<file path="src/rtl/cus19_fetch_stage.sv">
// Custom19 instruction fetch stage: owns the PC, reads a 1-cycle synchronous instruction memory
// and feeds a registered IF/ID interface, with a one-entry skid buffer to absorb decode stalls.
module cus19_fetch_stage #(
  parameter int unsigned              ADDR_W   = 11,
  parameter logic        [ADDR_W-1:0] RESET_PC = '0
) (
  input  logic              clk,
  input  logic              rst,
  input  logic              stall,
  input  logic              redirect_valid,
  input  logic [ADDR_W-1:0] redirect_addr,
  output logic              imem_rd_en,
  output logic [ADDR_W-1:0] imem_addr,
  input  logic [18:0]       imem_rdata,
  output logic [18:0]       instr_out,
  output logic [ADDR_W-1:0] pc_out,
  output logic              instr_valid
);

  logic [ADDR_W-1:0] pc_q, pc_d;
  logic              req_pend_q, req_pend_d;
  logic [ADDR_W-1:0] req_pc_q, req_pc_d;
  logic              skid_valid_q, skid_valid_d;
  logic [18:0]       skid_instr_q, skid_instr_d;
  logic [ADDR_W-1:0] skid_pc_q, skid_pc_d;
  logic [18:0]       instr_q, instr_d;
  logic [ADDR_W-1:0] pc_out_q, pc_out_d;
  logic              valid_q, valid_d;

  // A redirect always issues, even under stall; otherwise stall suppresses new requests so
  // at most one response can land in the skid buffer.
  always_comb begin
    imem_addr  = redirect_valid ? redirect_addr : pc_q;
    imem_rd_en = !rst && (redirect_valid || !stall);
  end

  always_comb begin
    pc_d         = pc_q;
    req_pend_d   = 1'b0;
    req_pc_d     = req_pc_q;
    skid_valid_d = skid_valid_q;
    skid_instr_d = skid_instr_q;
    skid_pc_d    = skid_pc_q;
    instr_d      = instr_q;
    pc_out_d     = pc_out_q;
    valid_d      = valid_q;

    if (imem_rd_en) begin
      req_pend_d = 1'b1;
      req_pc_d   = imem_addr;
      pc_d       = imem_addr + 1'b1;
    end

    if (redirect_valid) begin
      // In-flight response and any skid entry belong to the wrong path.
      skid_valid_d = 1'b0;
      valid_d      = 1'b0;
    end else if (stall) begin
      if (req_pend_q) begin
        skid_valid_d = 1'b1;
        skid_instr_d = imem_rdata;
        skid_pc_d    = req_pc_q;
      end
    end else if (skid_valid_q) begin
      instr_d      = skid_instr_q;
      pc_out_d     = skid_pc_q;
      valid_d      = 1'b1;
      skid_valid_d = 1'b0;
    end else if (req_pend_q) begin
      instr_d  = imem_rdata;
      pc_out_d = req_pc_q;
      valid_d  = 1'b1;
    end else begin
      valid_d = 1'b0;
    end
  end

  always_ff @(posedge clk) begin
    if (rst) begin
      pc_q         <= RESET_PC;
      req_pend_q   <= 1'b0;
      req_pc_q     <= '0;
      skid_valid_q <= 1'b0;
      skid_instr_q <= '0;
      skid_pc_q    <= '0;
      instr_q      <= '0;
      pc_out_q     <= '0;
      valid_q      <= 1'b0;
    end else begin
      pc_q         <= pc_d;
      req_pend_q   <= req_pend_d;
      req_pc_q     <= req_pc_d;
      skid_valid_q <= skid_valid_d;
      skid_instr_q <= skid_instr_d;
      skid_pc_q    <= skid_pc_d;
      instr_q      <= instr_d;
      pc_out_q     <= pc_out_d;
      valid_q      <= valid_d;
    end
  end

  assign instr_out   = instr_q;
  assign pc_out      = pc_out_q;
  assign instr_valid = valid_q;

endmodule

</file>
<file path="config.mk">
export PLATFORM = sky130hd
export DESIGN_NAME = cus19_fetch_stage
export DESIGN_NICKNAME = d
export VERILOG_FILES = /design/src/rtl/cus19_fetch_stage.sv
export SDC_FILE = /design/constraint.sdc
export NUM_CORES = 1
export LEC_CHECK = 0
export ABC_AREA = 0
export CAP_MARGIN = 5
export CORE_MARGIN = 2
export CORE_UTILIZATION = 37
export DETAILED_ROUTE_END_ITERATION = 8
export HOLD_SLACK_MARGIN = 0.15
export PLACE_DENSITY_LB_ADDON = 0.05
export SYNTH_ARGS = -nofsm -noshare
export SYNTH_HDL_FRONTEND = slang
export SYNTH_SLANG_ARGS = --single-unit
</file>
<file path="constraint.sdc">
create_clock -name clk -period 1.55 [get_ports clk]
set_input_delay 0.2325 -clock clk [delete_from_list [all_inputs] [get_ports clk]]
set_output_delay 0.2325 -clock clk [all_outputs]
set_load 0.005 [all_outputs]
</file>
==> qor.yml, run 1 <==
timing:
  skew_ns: 0.0126
  hold_viol: 0
  finalSetupTns_ns: 0
  max_freq_mhz: 667
  rsz0062_at_grt: "false"
  fin_crit_ns: 1.50
  slew_violations: 0
  max_slew_margin_pct: 71.6
  period_share_pct: 96.8
  setup_violations: 0
  tightest_slew_ns: 0.426
finish:
  area_growth_pct: 36.2
  final_common_cell: "dfxtp_1"
  fin_nets: 549
  post-route-cell-area_sq_um: 5190
  diodes: 0
  fillers: 968
  drive_above_1_share_pct: 21.6
  most-common-layout-cells: "75 x dfxtp_1, 70 x nand2_1, 60 x clkdlybuf4s50_1, 47 x nor2_1, 38 x buf_4"
  stdcell_count: 655
critical_path:
  end_kind: "output port"
  cp.required_ns: 1.32
  r2r_end: "pc_q[6]"
  cp_max_fo: 5
  ff2ff_path_depth: 6
  r2r_slack_ns: 0.14
  startpoint_type: "input pin"
  endpoint: "imem_addr[6]"
  critPathLaunch: "redirect_valid"
  critPathArrivalTime_ns: 1.27
  criticalPathCategory: "in -> out"
  rr_startpoint: "pc_q[0]"
global_route:
  antenna_found_initial: 0
  grt_start_max_net_pins: 85
  grt_pass1_wl_um: 14900
  grt_pass1_vias: 3062
  grt.overflow.total: 0
  globalRouteTotalUtil_pct: 16.6
cts:
  cts_max_path_buffers: 2
  h-tree-depth: 3
  clk_pin_slew_ns: 0.08
  cts_buffers: 9
  cts_tree: "yes"
  clk_latency_ns: 0.34
  cts-root-buf: "clkbuf_8"
  clkSinkCount: 85
pwr:
  vdd_drop_max_v: 0.000373
  p_per_area_nw_per_um2: 883
  leakagePower_nw: 1.90
synth:
  syn-cell-area_sq_um: 3810
  ys_seq_area_share_pct: 44.7
  synthCells: 416
  yosysUniqueCellTypes: 31
  syn_area_per_cell_sq_um: 9.16
  ys_warn_count: 0
  synth_nets: 451
  ys_seq_elements: 85
floorplan:
  row_count: 37
  core_area_sq_um: 10100
  die-area_sq_um: 11100
  die_y_um: 105
  ioPinCount: 77
  start_util_pct: 37.6
  die_w_um: 105
route:
  wl_per_cell_um: 13.8
  drc: 0
  drt_first_pass_iters: 4
  drt_first_iter_violations: 112
  wl_um: 9010
  ant_nets: 0
  via_count: 3203
  via_per_inst: 4.89
placement:
  placed_area_sq_um: 4890
  portBuffers: 76
  dp_hpwl_um: 5810
  placedCellCount: 632
  gp_congestion: 0.845
min_path:
  hold_path.class: "in -> reg"
job:
  maxCapViolCount: 0
run_status:
  status: "finished clean"
[state kept, by name, summed over array words and instances (netlist names)]
signal,flops
req_pc_q,11
instr_valid,1
skid_pc_q,11
skid_valid_q,1
pc_out,11
req_pend_q,1
instr_out,19
pc_q,11
skid_instr_q,19
[per-stage QoR]
stage | worst slack (ns) | util [%] | total power [mW] | hold WS [ns]
3_3_place_gp | -0.448 | 48.2 | 3.18 | 0.441
5_1_grt | 0.00400 | 51.2 | 4.81 | 0.379
3_5_place_dp | -0.486 | 48.2 | 3.19 | 0.446
2_1_floorplan | 0.00714 | - | 2.80 | 0.368
6_report | 0.0500 | 51.2 | 4.58 | 0.375
4_1_cts | 0.00775 | 51.0 | 4.63 | 0.361
[layout make-up]
class / count / area (sq um) / share of cell area [%]
tap: 136 / 170 / 3.28
sequential: 85 / 1720 / 33.1
multi-input combinational: 286 / 1890 / 36.4
clock buffer: 11 / 141 / 2.73
timing repair buffer: 120 / 1190 / 22.9
inverter: 12 / 45.0 / 0.869
clock inverter: 5 / 33.8 / 0.651
[critical path, stage by stage]
cell,delay [ns]
buf_4,0.11
bufbuf_16,0.26
buf_6,0.11
mux2i_4,0.22
inv_1,0.07
dlygate4sd2_1,0.27
[worst min path at each step]
stage | start | to | slack [ns] | cells after the start
CTS | rst | req_pend_q | 0.36 | 4
finish | rst | req_pend_q | 0.37 | 4
global route | rst | req_pend_q | 0.38 | 4
global placement | skid_pc_q[5] | skid_pc_q[5] | 0.44 | 2
floorplan | imem_rdata[0] | skid_instr_q[0] | 0.37 | 2
detailed placement | skid_instr_q[9] | skid_instr_q[9] | 0.45 | 2
[cells by family after synthesis]
family | Yosys count | share of synthesized area, %
AND/OR/NAND/NOR | 151 | 17.8
buffers and inverters | 45 | 6.27
XOR/XNOR | 4 | 0.920
multiplexers | 41 | 10.9
flip-flops | 85 | 44.7
adder cells (fa/ha/maj) | 1 | 0.328
AO/OA/AOI/OAI | 89 | 19.1
[synthesized netlist by cell type, drive strengths merged]
library cell | n | area (sq um)
a211o | 4 | 35.0
a211oi | 41 | 465
a21oi | 37 | 185
a22oi | 1 | 7.51
and2 | 1 | 6.26
buf | 19 | 141
clkbuf | 14 | 52.6
dfxtp | 85 | 1700
ha | 1 | 12.5
inv | 12 | 45.0
mux2 | 4 | 45.0
mux2i | 37 | 370
nand2 | 70 | 263
nand2b | 2 | 12.5
nand3 | 9 | 45.0
nand3b | 9 | 67.6
nand4 | 6 | 37.5
nand4b | 2 | 32.5
nor2 | 47 | 176
nor2b | 1 | 6.26
nor3 | 4 | 31.3
o21ai | 4 | 20.0
o22ai | 1 | 6.26
o31ai | 1 | 7.51
xnor2 | 4 | 35.0
[report_power, final]
part,internal (mW),leakage (nW),switching (mW)
sequential,2.29,0.699,0.0712
clock,0.628,0.0857,0.795
combinational,0.432,1.11,0.358
[repair_timing]
action	4_1_cts	5_1_grt
buffers inserted	5	0
setup endpoints to repair	51	9
hold buffers	0	0
resized for setup	33	4
cloned	2	0
[layer usage]
metal | part of all wire, % | track usage [%]
met5 | 0 | 0
met1 | 47 | 21.8
met3 | 3.9 | 3.22
met4 | 0.80 | 4.86
met2 | 48 | 27.5
(Power assumes the default switching activity.)
==> run 2: changes to the inputs <==
--- a/config.mk
+++ b/config.mk
@@ -7,11 +7,13 @@
 export LEC_CHECK = 0
 export ABC_AREA = 0
 export CAP_MARGIN = 5
+export CORE_ASPECT_RATIO = 0.75
 export CORE_MARGIN = 2
 export CORE_UTILIZATION = 37
+export CTS_CLUSTER_SIZE = 20
 export DETAILED_ROUTE_END_ITERATION = 8
 export HOLD_SLACK_MARGIN = 0.15
-export PLACE_DENSITY_LB_ADDON = 0.05
+export PLACE_DENSITY = 0.62
 export SYNTH_ARGS = -nofsm -noshare
 export SYNTH_HDL_FRONTEND = slang
 export SYNTH_SLANG_ARGS = --single-unit
==> run 2 against run 1 <==
Net effect: critical path depth down 3; clock power rose by 71%; hold slack got worse by 0.0024 ns; design area is 4.2% higher; setup slack better by 0.017 ns; utilization is 2.0 points higher; largest power group is now the clock network.
==> qor.yml, run 2 (same netlist as run 1, synthesis figures left out) <==
run_status:
  status: "finished clean"
floorplan:
  core_area_sq_um: 10200
  ioPinCount: 77
  row_count: 32
  start_util_pct: 37.5
  die-area_sq_um: 11100
  die_w_um: 121
  die_y_um: 91.9
timing:
  finalSetupTns_ns: 0
  skew_ns: 0.00528
  max_freq_mhz: 674
  finalWorstSetupSlack_ns: 0.0673
  hold_viol: 0
  finalHoldWorstSlack_ns: 0.373
  period_share_pct: 95.7
  setup_violations: 0
  rsz0062_at_grt: "false"
  max_slew_margin_pct: 71.4
  slew_violations: 0
  fin_crit_ns: 1.48
  tightest_slew_ns: 0.429
finish:
  area_growth_pct: 41.9
  diodes: 0
  fin_nets: 559
  fillers: 965
  drive_above_1_share_pct: 22.7
  final_common_cell: "dfxtp_1"
  most-common-layout-cells: "78 x dfxtp_1, 70 x nand2_1, 57 x clkdlybuf4s50_1, 50 x buf_4, 47 x nor2_1"
cts:
  clkSinkCount: 85
  cts_buffers: 9
  cts_tree: "yes"
  clk_pin_slew_ns: 0.06
  cts-root-buf: "clkbuf_16"
  clk_latency_ns: 0.33
  cts_hold_buf: 0
  h-tree-depth: 3
  cts_max_path_buffers: 2
pwr:
  leakagePower_nw: 2.03
  p_per_area_nw_per_um2: 1040
  vdd_drop_max_v: 0.000790
route:
  wl_per_cell_um: 13.8
  via_per_inst: 4.96
  via_count: 3298
  ant_nets: 0
  drt_first_iter_violations: 158
  wl_um: 9160
  drt_first_pass_iters: 4
  drc: 0
placement:
  portBuffers: 76
  dp_hpwl_um: 5840
  dp_slack_ns: -0.495
  gp_congestion: 0.798
critical_path:
  end_kind: "output port"
  critPathArrivalTime_ns: 1.25
  cp_max_fo: 3
  startpoint_type: "input pin"
  cp.required_ns: 1.32
  criticalPathCategory: "in -> out"
  r2r_slack_ns: 0.07
global_route:
  grt_pass1_vias: 3201
  grt_pass1_wl_um: 15100
  antenna_found_initial: 0
  globalRouteTotalUtil_pct: 16.9
  grt_start_max_net_pins: 85
  grt.overflow.total: 0
min_path:
  hold_path.class: "in -> reg"
job:
  maxCapViolCount: 0
run 2: cell count changes in the layout (fill, tap and decap cells not counted), sizes merged, moves of 3 or more:
cell           delta
buf              +11
bufinv            +3
clkdlybuf4s50     -3
dlygate4sd2       +3
run 2: layout make-up:
class | instances | area (sq um) | share of cell area, %
well taps | 136 | 170 | 3.15
flip-flops and latches | 85 | 1720 | 31.8
clock inverters | 6 | 111 | 2.06
multi-input cells | 286 | 1890 | 35.0
repair buffers | 130 | 1240 | 23.0
clock buffers | 10 | 229 | 4.24
inverters | 12 | 45.0 | 0.834
run 2: power breakdown:
part           switching, mW  leakage, nW  internal, mW
Combinational          0.363         1.16         0.440
Clock                  0.854        0.163          1.57
Sequential            0.0747        0.698          2.29
Total                   1.29         2.03          4.31
run 2: final timing paths:
kind	end	from	depth (start not counted)
max reg2reg	pc_q[9]	pc_q[6]	9
min	req_pend_q	rst	4
max	imem_addr[1]	redirect_addr[1]	3
min reg2reg	skid_pc_q[5]	skid_pc_q[5]	2
run 2: timing repair:
| item | CTS | global route |
|---|---|---|
| setup buffers | 10 | 0 |
| setup endpoints to repair | 44 | 6 |
| gates resized for setup | 33 | 5 |
| cloned | 2 | 0 |
run 2: routing by layer:
metal / global-route usage [%] / share of wire, %
met5: 0 / 0
met4: 5.08 / 0.83
met2: 27.8 / 46
met1: 21.4 / 47
met3: 5.22 / 5.4
run 2: metrics by stage:
stage / cell area, sq um / total power [mW] / instances / utilization, %
2_1_floorplan: 3820 / 2.80 / 416 / -
3_3_place_gp: 4910 / 3.17 / 637 / 48.3
3_5_place_dp: 4910 / 3.19 / 637 / 48.3
4_1_cts: 5400 / 5.67 / 665 / 53.1
5_1_grt: 5400 / 5.83 / 665 / 53.1
6_report: 5400 / 5.60 / 665 / 53.1
run 2: critical path, stage by stage:
cell,delay (ns)
clkdlybuf4s50_1,0.43
mux2_2,0.31
dlygate4sd2_1,0.28
